--- src/rtl/riscv_mc_control_pkg.sv ---
// Shared definitions for the multi-cycle RISC-V control unit: opcodes, states,
// mux-select/aluop codes and the per-state control word.
package riscv_mc_control_pkg;

    localparam logic [6:0] OP_R      = 7'b0110011;
    localparam logic [6:0] OP_I      = 7'b0010011;
    localparam logic [6:0] OP_LOAD   = 7'b0000011;
    localparam logic [6:0] OP_STORE  = 7'b0100011;
    localparam logic [6:0] OP_BRANCH = 7'b1100011;
    localparam logic [6:0] OP_JAL    = 7'b1101111;

    localparam logic [1:0] ALUOP_ADD   = 2'b00;
    localparam logic [1:0] ALUOP_SUB   = 2'b01;
    localparam logic [1:0] ALUOP_FUNCT = 2'b10;

    localparam logic [1:0] SRCA_PC    = 2'b00;
    localparam logic [1:0] SRCA_RS1   = 2'b01;
    localparam logic [1:0] SRCA_OLDPC = 2'b10;

    localparam logic [1:0] SRCB_RS2  = 2'b00;
    localparam logic [1:0] SRCB_FOUR = 2'b01;
    localparam logic [1:0] SRCB_IMM  = 2'b10;

    localparam logic [1:0] WB_ALUOUT = 2'b00;
    localparam logic [1:0] WB_MDR    = 2'b01;
    localparam logic [1:0] WB_PC4    = 2'b10;

    typedef enum logic [3:0] {
        S_FETCH, S_DECODE, S_EXEC_R, S_EXEC_I, S_ADDR, S_MEM_RD,
        S_MEM_WB, S_MEM_WR, S_BRANCH, S_JAL, S_WB_ALU, S_TRAP
    } state_t;

    typedef enum logic [2:0] {
        OPC_R, OPC_I, OPC_MEM, OPC_BRANCH, OPC_JAL, OPC_ILLEGAL
    } opclass_t;

    // fetch/branch mark the two states whose PC write depends on a live input
    typedef struct packed {
        logic       mem_req;
        logic       mem_read;
        logic       mem_write;
        logic       fetch;
        logic       branch;
        logic       pc_write;
        logic       pc_src;
        logic       reg_write;
        logic [1:0] mem_to_reg;
        logic [1:0] alu_src_a;
        logic [1:0] alu_src_b;
        logic [1:0] aluop;
        logic       hasfunct7;
    } ctrl_t;

    function automatic ctrl_t state_ctrl(input state_t s);
        ctrl_t c;
        c = '0;
        case (s)
            S_FETCH: begin
                c.mem_req   = 1'b1;
                c.mem_read  = 1'b1;
                c.fetch     = 1'b1;
                c.alu_src_a = SRCA_PC;
                c.alu_src_b = SRCB_FOUR;
                c.aluop     = ALUOP_ADD;
            end
            S_DECODE: begin
                c.alu_src_a = SRCA_OLDPC;
                c.alu_src_b = SRCB_IMM;
                c.aluop     = ALUOP_ADD;
            end
            S_EXEC_R: begin
                c.alu_src_a = SRCA_RS1;
                c.alu_src_b = SRCB_RS2;
                c.aluop     = ALUOP_FUNCT;
                c.hasfunct7 = 1'b1;
            end
            S_EXEC_I: begin
                c.alu_src_a = SRCA_RS1;
                c.alu_src_b = SRCB_IMM;
                c.aluop     = ALUOP_FUNCT;
            end
            S_WB_ALU: begin
                c.reg_write  = 1'b1;
                c.mem_to_reg = WB_ALUOUT;
            end
            S_ADDR: begin
                c.alu_src_a = SRCA_RS1;
                c.alu_src_b = SRCB_IMM;
                c.aluop     = ALUOP_ADD;
            end
            S_MEM_RD: begin
                c.mem_req  = 1'b1;
                c.mem_read = 1'b1;
            end
            S_MEM_WB: begin
                c.reg_write  = 1'b1;
                c.mem_to_reg = WB_MDR;
            end
            S_MEM_WR: begin
                c.mem_req   = 1'b1;
                c.mem_write = 1'b1;
            end
            S_BRANCH: begin
                c.alu_src_a = SRCA_RS1;
                c.alu_src_b = SRCB_RS2;
                c.aluop     = ALUOP_SUB;
                c.pc_src    = 1'b1;
                c.branch    = 1'b1;
            end
            S_JAL: begin
                c.reg_write  = 1'b1;
                c.mem_to_reg = WB_PC4;
                c.pc_write   = 1'b1;
                c.pc_src     = 1'b1;
            end
            default: c = '0;
        endcase
        return c;
    endfunction

endpackage

--- src/rtl/riscv_mc_control_opdecode.sv ---
// Combinational opcode classifier for the multi-cycle control unit.
module riscv_opdecode
    import riscv_mc_control_pkg::*;
(
    input  logic [6:0] opcode,
    output opclass_t   opclass
);

    always_comb begin
        opclass = OPC_ILLEGAL;
        case (opcode)
            OP_R:              opclass = OPC_R;
            OP_I:              opclass = OPC_I;
            OP_LOAD, OP_STORE: opclass = OPC_MEM;
            OP_BRANCH:         opclass = OPC_BRANCH;
            OP_JAL:            opclass = OPC_JAL;
            default:           opclass = OPC_ILLEGAL;
        endcase
    end

endmodule

--- src/rtl/riscv_mc_control.sv ---
// Multi-cycle RISC-V control FSM with registered control word.
// Optional performance counters are enabled by defining RISCV_PERF_CNT_EN.
module riscv_mc_control
    import riscv_mc_control_pkg::*;
#(
    parameter int TRAP_HALT = 1
) (
    input  logic        clk_i,
    input  logic        rst_i,
    input  logic [6:0]  opcode_i,
    input  logic        zero_i,
    input  logic        mem_ready_i,
    output logic        mem_req_o,
    output logic        mem_read_o,
    output logic        mem_write_o,
    output logic        ir_write_o,
    output logic        pc_write_o,
    output logic        pc_src_o,
    output logic        reg_write_o,
    output logic [1:0]  mem_to_reg_o,
    output logic [1:0]  alu_src_a_o,
    output logic [1:0]  alu_src_b_o,
    output logic [1:0]  aluop_o,
    output logic        hasfunct7_o,
    output logic        illegal_o,
    output logic [31:0] instret_o,
    output logic [31:0] cycle_o
);

    state_t   state, next_state;
    ctrl_t    ctrl;
    opclass_t opclass;
    logic     illegal;

    riscv_opdecode u_opdecode (
        .opcode  (opcode_i),
        .opclass (opclass)
    );

    always_comb begin
        next_state = state;
        case (state)
            S_FETCH:  if (mem_ready_i) next_state = S_DECODE;
            S_DECODE: begin
                case (opclass)
                    OPC_R:      next_state = S_EXEC_R;
                    OPC_I:      next_state = S_EXEC_I;
                    OPC_MEM:    next_state = S_ADDR;
                    OPC_BRANCH: next_state = S_BRANCH;
                    OPC_JAL:    next_state = S_JAL;
                    default:    next_state = S_TRAP;
                endcase
            end
            S_EXEC_R, S_EXEC_I: next_state = S_WB_ALU;
            S_ADDR:   next_state = opcode_i[5] ? S_MEM_WR : S_MEM_RD;
            S_MEM_RD: if (mem_ready_i) next_state = S_MEM_WB;
            S_MEM_WR: if (mem_ready_i) next_state = S_FETCH;
            S_MEM_WB, S_WB_ALU, S_BRANCH, S_JAL: next_state = S_FETCH;
            S_TRAP:   next_state = (TRAP_HALT != 0) ? S_TRAP : S_FETCH;
            default:  next_state = S_FETCH;
        endcase
    end

    // Control word is decoded from the next state so it lines up with the state register.
    always_ff @(posedge clk_i) begin
        if (rst_i) begin
            state   <= S_FETCH;
            ctrl    <= state_ctrl(S_FETCH);
            illegal <= 1'b0;
        end else begin
            state <= next_state;
            ctrl  <= state_ctrl(next_state);
            if (next_state == S_TRAP) illegal <= 1'b1;
        end
    end

    assign mem_req_o    = ctrl.mem_req;
    assign mem_read_o   = ctrl.mem_read;
    assign mem_write_o  = ctrl.mem_write;
    assign ir_write_o   = ctrl.fetch & mem_ready_i;
    assign pc_write_o   = ctrl.pc_write | (ctrl.fetch & mem_ready_i) | (ctrl.branch & zero_i);
    assign pc_src_o     = ctrl.pc_src;
    assign reg_write_o  = ctrl.reg_write;
    assign mem_to_reg_o = ctrl.mem_to_reg;
    assign alu_src_a_o  = ctrl.alu_src_a;
    assign alu_src_b_o  = ctrl.alu_src_b;
    assign aluop_o      = ctrl.aluop;
    assign hasfunct7_o  = ctrl.hasfunct7;
    assign illegal_o    = illegal;

`ifdef RISCV_PERF_CNT_EN
    logic [31:0] cycle_cnt, instret_cnt;
    logic        retire;

    // An instruction retires when a completing state hands back to FETCH.
    assign retire = (next_state == S_FETCH) &&
                    ((state == S_WB_ALU) || (state == S_MEM_WB) || (state == S_MEM_WR) ||
                     (state == S_BRANCH) || (state == S_JAL));

    always_ff @(posedge clk_i) begin
        if (rst_i) begin
            cycle_cnt   <= '0;
            instret_cnt <= '0;
        end else begin
            cycle_cnt <= cycle_cnt + 32'd1;
            if (retire) instret_cnt <= instret_cnt + 32'd1;
        end
    end

    assign cycle_o   = cycle_cnt;
    assign instret_o = instret_cnt;
`else
    assign cycle_o   = '0;
    assign instret_o = '0;
`endif

endmodule

--- config.mk ---
export PLATFORM = sky130hd
export DESIGN_NAME = riscv_mc_control
export DESIGN_NICKNAME = d
export VERILOG_FILES = /design/src/rtl/riscv_mc_control_pkg.sv /design/src/rtl/riscv_mc_control_opdecode.sv /design/src/rtl/riscv_mc_control.sv
export SDC_FILE = /design/constraint.sdc
export NUM_CORES = 1
export LEC_CHECK = 0
export CORE_MARGIN = 2
export CORE_UTILIZATION = 39
export DETAILED_ROUTE_END_ITERATION = 16
export HOLD_SLACK_MARGIN = 0.1
export PLACE_DENSITY = 0.88
export SLEW_MARGIN = 30
export SYNTH_ARGS = -nofsm -noshare
export SYNTH_HDL_FRONTEND = slang
export SYNTH_SLANG_ARGS = --single-unit
--- constraint.sdc ---
create_clock -name clk_i -period 3.2 [get_ports clk_i]
set_input_delay 0.48 -clock clk_i [delete_from_list [all_inputs] [get_ports clk_i]]
set_output_delay 0.48 -clock clk_i [all_outputs]
set_load 0.01 [all_outputs]
Word level (Yosys, flattened, before mapping) --
Cells that the tools add are included.
Operators by class: bitwise logic cells 4, multiplexer cells 17, equal/unequal tests 28, reduce and logical (&&, ||, !) cells 8
Operators by type and width (number):
- case mux 6 bit (6 select lines) | 1
- == test 4 x 3 -> 1 bit (second input constant) | 7
- case mux 4 bit (7 select lines) | 1
- == test 4 bit (second input constant) | 5
- case mux 4 bit (5 select lines) | 1
- == test 4 x 2 -> 1 bit (second input constant) | 4
- case mux 3 bit (5 select lines) | 1
- == test 7 x 6 -> 1 bit (second input constant) | 2
- == test 7 bit (second input constant) | 2
- 2-to-1 mux 4 bit | 3
- case mux 3 bit (3 select lines) | 1
- == test 4 x 1 -> 1 bit (second input constant) | 2
- logical NOT 4 bit | 2
- 2-to-1 mux 1 bit | 8
- OR reduction 2 bit | 4
- == test 7 x 2 -> 1 bit (second input constant) | 1
- == test 7 x 5 -> 1 bit (second input constant) | 1
- == test 3 x 2 -> 1 bit (second input constant) | 2
- == test 3 x 1 -> 1 bit (second input constant) | 1
- == test 3 bit (second input constant) | 1
- logical NOT 3 bit | 1
- OR reduction 3 bit | 1
- AND 1 bit | 2
- 2-to-1 mux 2 bit | 1
- OR 1 bit | 2
Word-level totals: register bits after elaboration 22, output and inout bits 81, input bits 11, logic and storage cells 72

Depth between registers and ports, before layout --
Gate-level depths: netlist of run 1.
depth after elaboration 9, gate-level depth with buffers 7, gate-level depth less buffers 6

By module --
A second synthesis of run 1 with hierarchy kept.
Second synthesis, totals: cells, all modules 176, area, all modules 1496.4 µm²
Modules (own cells, without submodules):
- riscv_mc_control | seq. area each 400.4 µm², cells each 165, area each 1436.4 µm², instances 1
- riscv_opdecode | seq. area each 0.0 µm², cells each 11, area each 60.1 µm², instances 1

Worst setup path before layout of run 1 --
OpenSTA, ideal clock, no wires.
kind in2reg, from input port opcode_i[3], to register ctrl, in the netlist mem_req_o, slack 1.329 ns, arrival time 1.744 ns, stages 6, buffers on the path 0, path through nand4bb_1 > or3_4 > o221a_4 > nand2_4 > nor3_2 > or3_1
On the way: longest elaborated chain between the ends 9, elaborated cells between the ends (all ways) 20
Ends and longest elaborated chain:
- start, declared | RTL line riscv_mc_control.sv:10 | input logic [6:0] opcode_i,
- == test 7 x 2 -> 1 bit or == test 7 x 6 -> 1 bit (tied branches) | RTL line riscv_mc_control_opdecode.sv:11 | case (opcode)
- OR reduction 2 bit | RTL line riscv_mc_control_opdecode.sv:11
- case mux 3 bit (5 select lines) (*) | RTL line riscv_mc_control_opdecode.sv:11
- == test 3 bit, or another cell as far along | RTL line riscv_mc_control.sv:45 | case (opclass)
- case mux 4 bit (5 select lines) (*) | RTL line riscv_mc_control.sv:45
- case mux 4 bit (7 select lines) (*) | RTL line riscv_mc_control.sv:42 | case (state)
- == test 4 x 3 -> 1 bit or logical NOT 4 bit (tied branches) | RTL line riscv_mc_control_pkg.sv:57 | case (s)
- OR reduction 3 bit (no source line) (*)
- 2-to-1 mux 1 bit (*) | RTL line riscv_mc_control_pkg.sv:57
- end signal, assigned | RTL line riscv_mc_control.sv:68 | ctrl <= state_ctrl(S_FETCH);
- end signal, assigned | RTL line riscv_mc_control.sv:72 | ctrl <= state_ctrl(next_state);
- end, declared | RTL line riscv_mc_control.sv:31 | ctrl_t ctrl;
Every way passes the cells marked *; elsewhere a longest branch is shown, timed or not. A chain may end at the register's enable or synchronous reset.

Worst setup path after layout of run 1 --
from input port mem_ready_i, to output port pc_write_o
On the way: longest elaborated chain between the ends 3
Ends and longest elaborated chain:
- start, declared | RTL line riscv_mc_control.sv:12 | input logic mem_ready_i,
- AND 1 bit | RTL line riscv_mc_control.sv:81 | assign pc_write_o = ctrl.pc_write | (ctrl.fetch & mem_ready_i) | (ctrl.branch & zero_i);
- OR 1 bit (2 in a row) | RTL line riscv_mc_control.sv:81
- end, declared | RTL line riscv_mc_control.sv:17 | output logic pc_write_o,
No other way between the ends.

==> flow_summary.yaml, run 1 <==
critical_path:
  regToRegSetupSlack_ns: 1.32
  endpoint: "pc_write_o"
  setup.worst_path.start_class: "input pin"
  crit_start: "mem_ready_i"
  slowest_delay_ns: 0.49
  crit_path_end_kind: "output pin"
  worst_r2r_endpoint: "mem_req_o"
  reg2reg_depth: 6
  timing.rr.start: "state[0]"
  required_ns: 2.72
  cp.arrival_ns: 1.89
  cp_cell_sequence: "clkdlybuf4s50_1, and2_1, a211o_1, clkdlybuf4s50_1"
  crit_top_cell: "clkdlybuf4s50_1"
  cp_max_fo: 5
  path_class: "in2out"
  cp_slowest_cell: "clkdlybuf4s50_1"
cells_and_area:
  final_area_mm2: 0.001445
  final_nets: 195
  drive_gt1_frac: 0.08791
  multi_input_area_um2: 675.6
  n_fill_cell: 355
  antenna_cells: 0
  area_growth_pct: 2.667
  seq_area_um2: 400.4
timing:
  post-route-period-util: 0.7419
  setup_slack_ns: 0.8259
  setup_viol: 0
  setup_tns_ns: 0
  fin_skew_ns: 0.002725
  timing.fmax_mhz: 421.2
  fin_crit_ns: 2.374
  rsz0062_at_grt: "false"
  hold_ws_ns: 0.5044
  finalHoldViolCount: 0
  slew_violations: 0
global_routing:
  grt_pass1_wl_um: 3146
  antenna_found_initial: 0
  grt.total_usage: 0.09570
  grt_max_degree: 13
  grt_pass1_vias: 741
  grt_overflow_total: 0
drt:
  finalWirelength_um: 2025
  drt_iter0_markers: 26
  antenna_left: 0
  wl_per_cell_um: 8.882
  vias_per_cell: 4.053
  drc_errors: 0
  vias: 924
  first_pass_iters: 4
floorplan:
  initial_core_util: 0.4153
  core_mm2: 0.003390
  ios: 92
  dieArea_mm2: 0.004106
  die_w_um: 64.08
  rows: 21
  die_h_um: 64.08
logic_synthesis:
  synth.yosys.seq_area_share: 0.2844
  synthCells: 163
  synth_top_flop_cell: "dfxtp_1"
  synth_most_common_cell: "buf_4"
  yosysTopAreaCellShare: 0.3840
  synthTopCellsByCount: "72 x buf_4, 20 x dfxtp_1, 13 x nor2_1"
  yosys_warnings: 0
  ys_top_cells_by_area: "buf_4 38%, dfxtp_1 28%, nor2_1 3.5%, a21oi_1 1.4%, o221a_4 1.4%"
  synth_edf_count: 0
  yosysTopAreaCell: "buf_4"
  avgSynthCellArea_um2: 8.636
  ys_async_sr_fraction: 0
  synth-seq-cells: 20
  synthDistinctLibCells: 45
  syn_area_mm2: 0.001408
clock_tree:
  cts_resized: 0
  path_clk_slew_ns: 0.09
  clk_latency_ns: 0.29
  clock-root-buffer: "clkbuf_4"
  numCtsBuffers: 3
  hold_buffers: 0
  post-cts-setup-buffers: 0
  cts_sinks: 20
  htreeDepth: 1
  tritoncts: "yes"
  clockBufferDepth: 2
pwr:
  p_leak_uw: 0.0006524
  ir_worst_vdd_mv: 0.1866
  p_per_area_mw_per_mm2: 586.9
placed_design:
  place_ws_ns: 0.7731
  port_buffers: 27
  place_hpwl_um: 1678
  gp_congestion: 0.8410
  placed_area_mm2: 0.001423
run:
  cap_violations: 0
run_status:
  status: "finished, final reports clean"
worst_hold_path:
  hp-class: "reg2reg"
-- worst min-delay path by stage --
stage | startpoint | endpoint | slack (ns) | depth (start not counted)
after global routing | illegal_o | illegal_o | 0.56 | 2
final | illegal_o | illegal_o | 0.50 | 2
after CTS | illegal_o | illegal_o | 0.51 | 2
after global placement | illegal_o | illegal_o | 0.48 | 2
after detailed placement | illegal_o | illegal_o | 0.48 | 2
after floorplan | illegal_o | illegal_o | 0.50 | 2
-- registers in the layout, summed over array words and instances, names as in the netlist, 2 cells and up --
signal,cells
state,4
ctrl,3
alu_src_a_o,2
aluop_o,2
-- cell families (layout without fill, tap and decap cells) --
| family | after synthesis | count (layout) | synth area share |
|---|---|---|---|
| flip-flops | 20 | 20 | 0.2844 |
| adder cells (fa/ha/maj) | 1 | 1 | 0.007111 |
| other | 1 | 64 | 0.002664 |
| XOR/XNOR | 2 | 2 | 0.01245 |
| AO/OA/AOI/OAI | 18 | 18 | 0.09601 |
| multiplexers | 2 | 2 | 0.01511 |
| AND/OR/NAND/NOR | 40 | 40 | 0.1787 |
| buffers and inverters | 79 | 35 | 0.4035 |
-- routing by layer --
metal	routed length [um]	vias up	GRT usage
met5	0	-	0
li1	-	443	-
met1	705	413	0.1054
met2	1090	64	0.1758
met4	28	0	0.04891
met3	200	4	0.01408
-- power by group --
part	internal, uW	switching (uW)	total, uW	leakage, uW
combinational	189	211	400	0.000475
sequential	306	32.7	339	0.000164
clock	43.8	65.5	109	0.0000138
total	539	309	848	0.000652
-- placed cells by master (no fill, tap or decap), types with 2 or more instances in the layout --
| cell type | Yosys | routed |
|---|---|---|
| o21ai_0 | 2 | 2 |
| xor2_1 | 2 | 2 |
| nand2b_1 | 2 | 2 |
| conb_1 | 1 | 64 |
| nand4_1 | 2 | 2 |
| clkdlybuf4s50_1 | 0 | 27 |
| inv_1 | 4 | 4 |
| or3_1 | 3 | 3 |
| a21oi_1 | 4 | 4 |
| and2_1 | 2 | 2 |
| a31oi_1 | 3 | 3 |
| nand3b_1 | 2 | 2 |
| nor2_1 | 13 | 13 |
| clkbuf_4 | 0 | 3 |
| dfxtp_1 | 20 | 20 |
-- metrics by stage --
stage	util	cells	total power (uW)
2_1_floorplan	-	226	681.2
3_3_place_gp	0.4197	225	733.5
3_5_place_dp	0.4197	225	743.4
4_1_cts	0.4264	228	850.6
5_1_grt	0.4264	228	907.7
6_report	0.4264	228	848.2
-- worst max-delay path, delay by kind of cell --
kind	cells	cell delay, ns
AOI/OAI and AO/OA	1	0.26
buffers and inverters	2	0.96
and+or+nand+nor	1	0.19
-- final cells by class --
cell class,instances,area share
timing repair buffer,27,0.1870
clock buffer,3,0.01558
tap,46,0.03983
sequential,20,0.2771
multi-input combinational,127,0.4675
inverter,5,0.01299
Power figures use the tool's default switching activity.
==> run 2, diff against run 1 <==
--- a/config.mk
+++ b/config.mk
@@ -6,10 +6,10 @@
 export NUM_CORES = 1
 export LEC_CHECK = 0
 export CORE_MARGIN = 2
-export CORE_UTILIZATION = 39
+export CORE_UTILIZATION = 33
 export DETAILED_ROUTE_END_ITERATION = 16
 export HOLD_SLACK_MARGIN = 0.1
-export PLACE_DENSITY = 0.88
+export PLACE_DENSITY = 0.79
 export SLEW_MARGIN = 30
 export SYNTH_ARGS = -nofsm -noshare
 export SYNTH_HDL_FRONTEND = slang
==> constraint.sdc (replaced) <==
create_clock -name clk_i -period 2 [get_ports clk_i]
set_input_delay 0.3 -clock clk_i [delete_from_list [all_inputs] [get_ports clk_i]]
set_output_delay 0.3 -clock clk_i [all_outputs]
set_load 0.01 [all_outputs]
==> run 2 against run 1 <==
Via count grew 0.54%. Combinational power up 77%. Power grew 76%. Critical path type is now reg2reg. Clock power grew 130%. Worst hold slack lost 0.0026 ns. Clock skew about the same. Sequential cell count unchanged. Cell count increased by 6.1%. Die area up 17%. Clock-buffer cell count did not move. Sequential share of layout area down 1.8 points.
==> flow_summary.yaml, run 2 (synthesis gave the netlist of run 1 again) <==
timing:
  fin_crit_ns: 1.887
  setup_tns_ns: 0
  post-route-period-util: 0.9437
  fin_skew_ns: 0.002871
  setup_viol: 0
  slew_violations: 0
  finalHoldViolCount: 0
  rsz0062_at_grt: "false"
  timing.fmax_mhz: 529.8
cells_and_area:
  regMostFlops: "state"
  antenna_cells: 0
  layout_common_cells: "64 x conb_1, 26 x clkdlybuf4s50_1, 20 x dfxtp_1"
  area_growth_pct: 9.600
  multi_input_area_um2: 675.6
  seq_area_um2: 400.4
  final_common_cell: "conb_1"
  drive_gt1_frac: 0.1354
  final_nets: 205
  reg_top3: "state (4), ctrl (3)"
  n_fill_cell: 413
  largest_reg_flops: 4
clock_tree:
  hold_buffers: 0
  cts_sinks: 20
  htreeDepth: 1
  clock-root-buffer: "clkbuf_8"
  cts_resized: 1
  tritoncts: "yes"
  numCtsBuffers: 3
  path_clk_slew_ns: 0.07
  clk_latency_ns: 0.25
  clockBufferDepth: 2
  post-cts-setup-buffers: 0
pwr:
  fin_total_pwr_uw: 1497
  ir_worst_vdd_mv: 0.2773
  p_per_area_mw_per_mm2: 970.3
  p_leak_uw: 0.0007080
worst_hold_path:
  hp-class: "reg2reg"
run_status:
  status: "finished, final reports clean"
drt:
  first_pass_iters: 4
  drt_iter0_markers: 35
  drc_errors: 0
  antenna_left: 0
  vias: 929
  finalWirelength_um: 2042
  vias_per_cell: 3.839
  wl_per_cell_um: 8.438
critical_path:
  setup.worst_path.start_class: "register"
  crit_path_end_kind: "register"
  cp_max_fo: 7
  path_class: "reg2reg"
  required_ns: 2.14
  cp.arrival_ns: 2.02
global_routing:
  grt_max_degree: 11
  grt_overflow_total: 0
  grt.total_usage: 0.08053
  grt_pass1_wl_um: 3284
  grt_pass1_vias: 777
  antenna_found_initial: 0
floorplan:
  core_mm2: 0.004058
  rows: 23
  die_w_um: 69.31
  dieArea_mm2: 0.004804
  ios: 92
  initial_core_util: 0.3469
  die_h_um: 69.31
placed_design:
  gp_congestion: 0.8573
  place_hpwl_um: 1682
  port_buffers: 27
run:
  cap_violations: 0
[run 2: changes by cell type in the layout (fill, tap and decap cells not counted), sizes merged]
cell           change
clkdlybuf4s50      -1
buf               +10
dlygate4sd2        +1
[run 2: worst paths after layout]
kind	startpoint	to	slack [ns]	cells past startpoint
setup reg to reg	state[0]	mem_req_o	0.11	7
hold reg to reg	illegal_o	illegal_o	0.50	2
setup / recovery	state[0]	mem_req_o	0.11	7
hold / removal	illegal_o	illegal_o	0.50	2
[run 2: stage by stage]
step / setup WS, ns / utilization / instance area, um^2 / hold slack, ns / instances
6_report: 0.1126 / 0.3802 / 1543 / 0.5018 / 242
5_1_grt: 0.03319 / 0.3802 / 1543 / 0.5607 / 242
4_1_cts: 0.1327 / 0.3802 / 1543 / 0.5143 / 242
3_5_place_dp: -0.1318 / 0.3703 / 1503 / 0.4782 / 239
3_3_place_gp: -0.1267 / 0.3703 / 1503 / 0.4646 / 239
2_1_floorplan: 0.3086 / - / 1644 / 0.5050 / 226
[run 2: power breakdown]
part           leakage [uW]  internal, uW  switching, uW
logic              0.000523           356            352
registers          0.000164           491           51.2
clock network     0.0000216           134            114
total              0.000708           980            517
[run 2: area by class of cell]
cell class	count	share of cell area
Clock buffer	3	0.02676
Inverter	5	0.01217
Multi-Input combinational cell	127	0.4380
Sequential cell	20	0.2595
Tap cell	50	0.04055
Timing Repair Buffer	37	0.2230
[run 2: worst max-delay path: stages (launching register included)]
cell,delay [ns]
dfxtp_1,0.48
inv_2,0.08
nor4_2,0.36
o21ai_1,0.16
o211ai_2,0.14
buf_4,0.18
nor3_2,0.04
or3_1,0.33
[run 2: routing by layer]
| metal | track usage | wire (um) | vias to the layer above |
|---|---|---|---|
| met3 | 0.01017 | 191 | 2 |
| met1 | 0.09115 | 804 | 408 |
| met4 | 0.03704 | 15 | 0 |
| li1 | - | - | 458 |
| met5 | 0 | 0 | - |
| met2 | 0.1485 | 1031 | 61 |
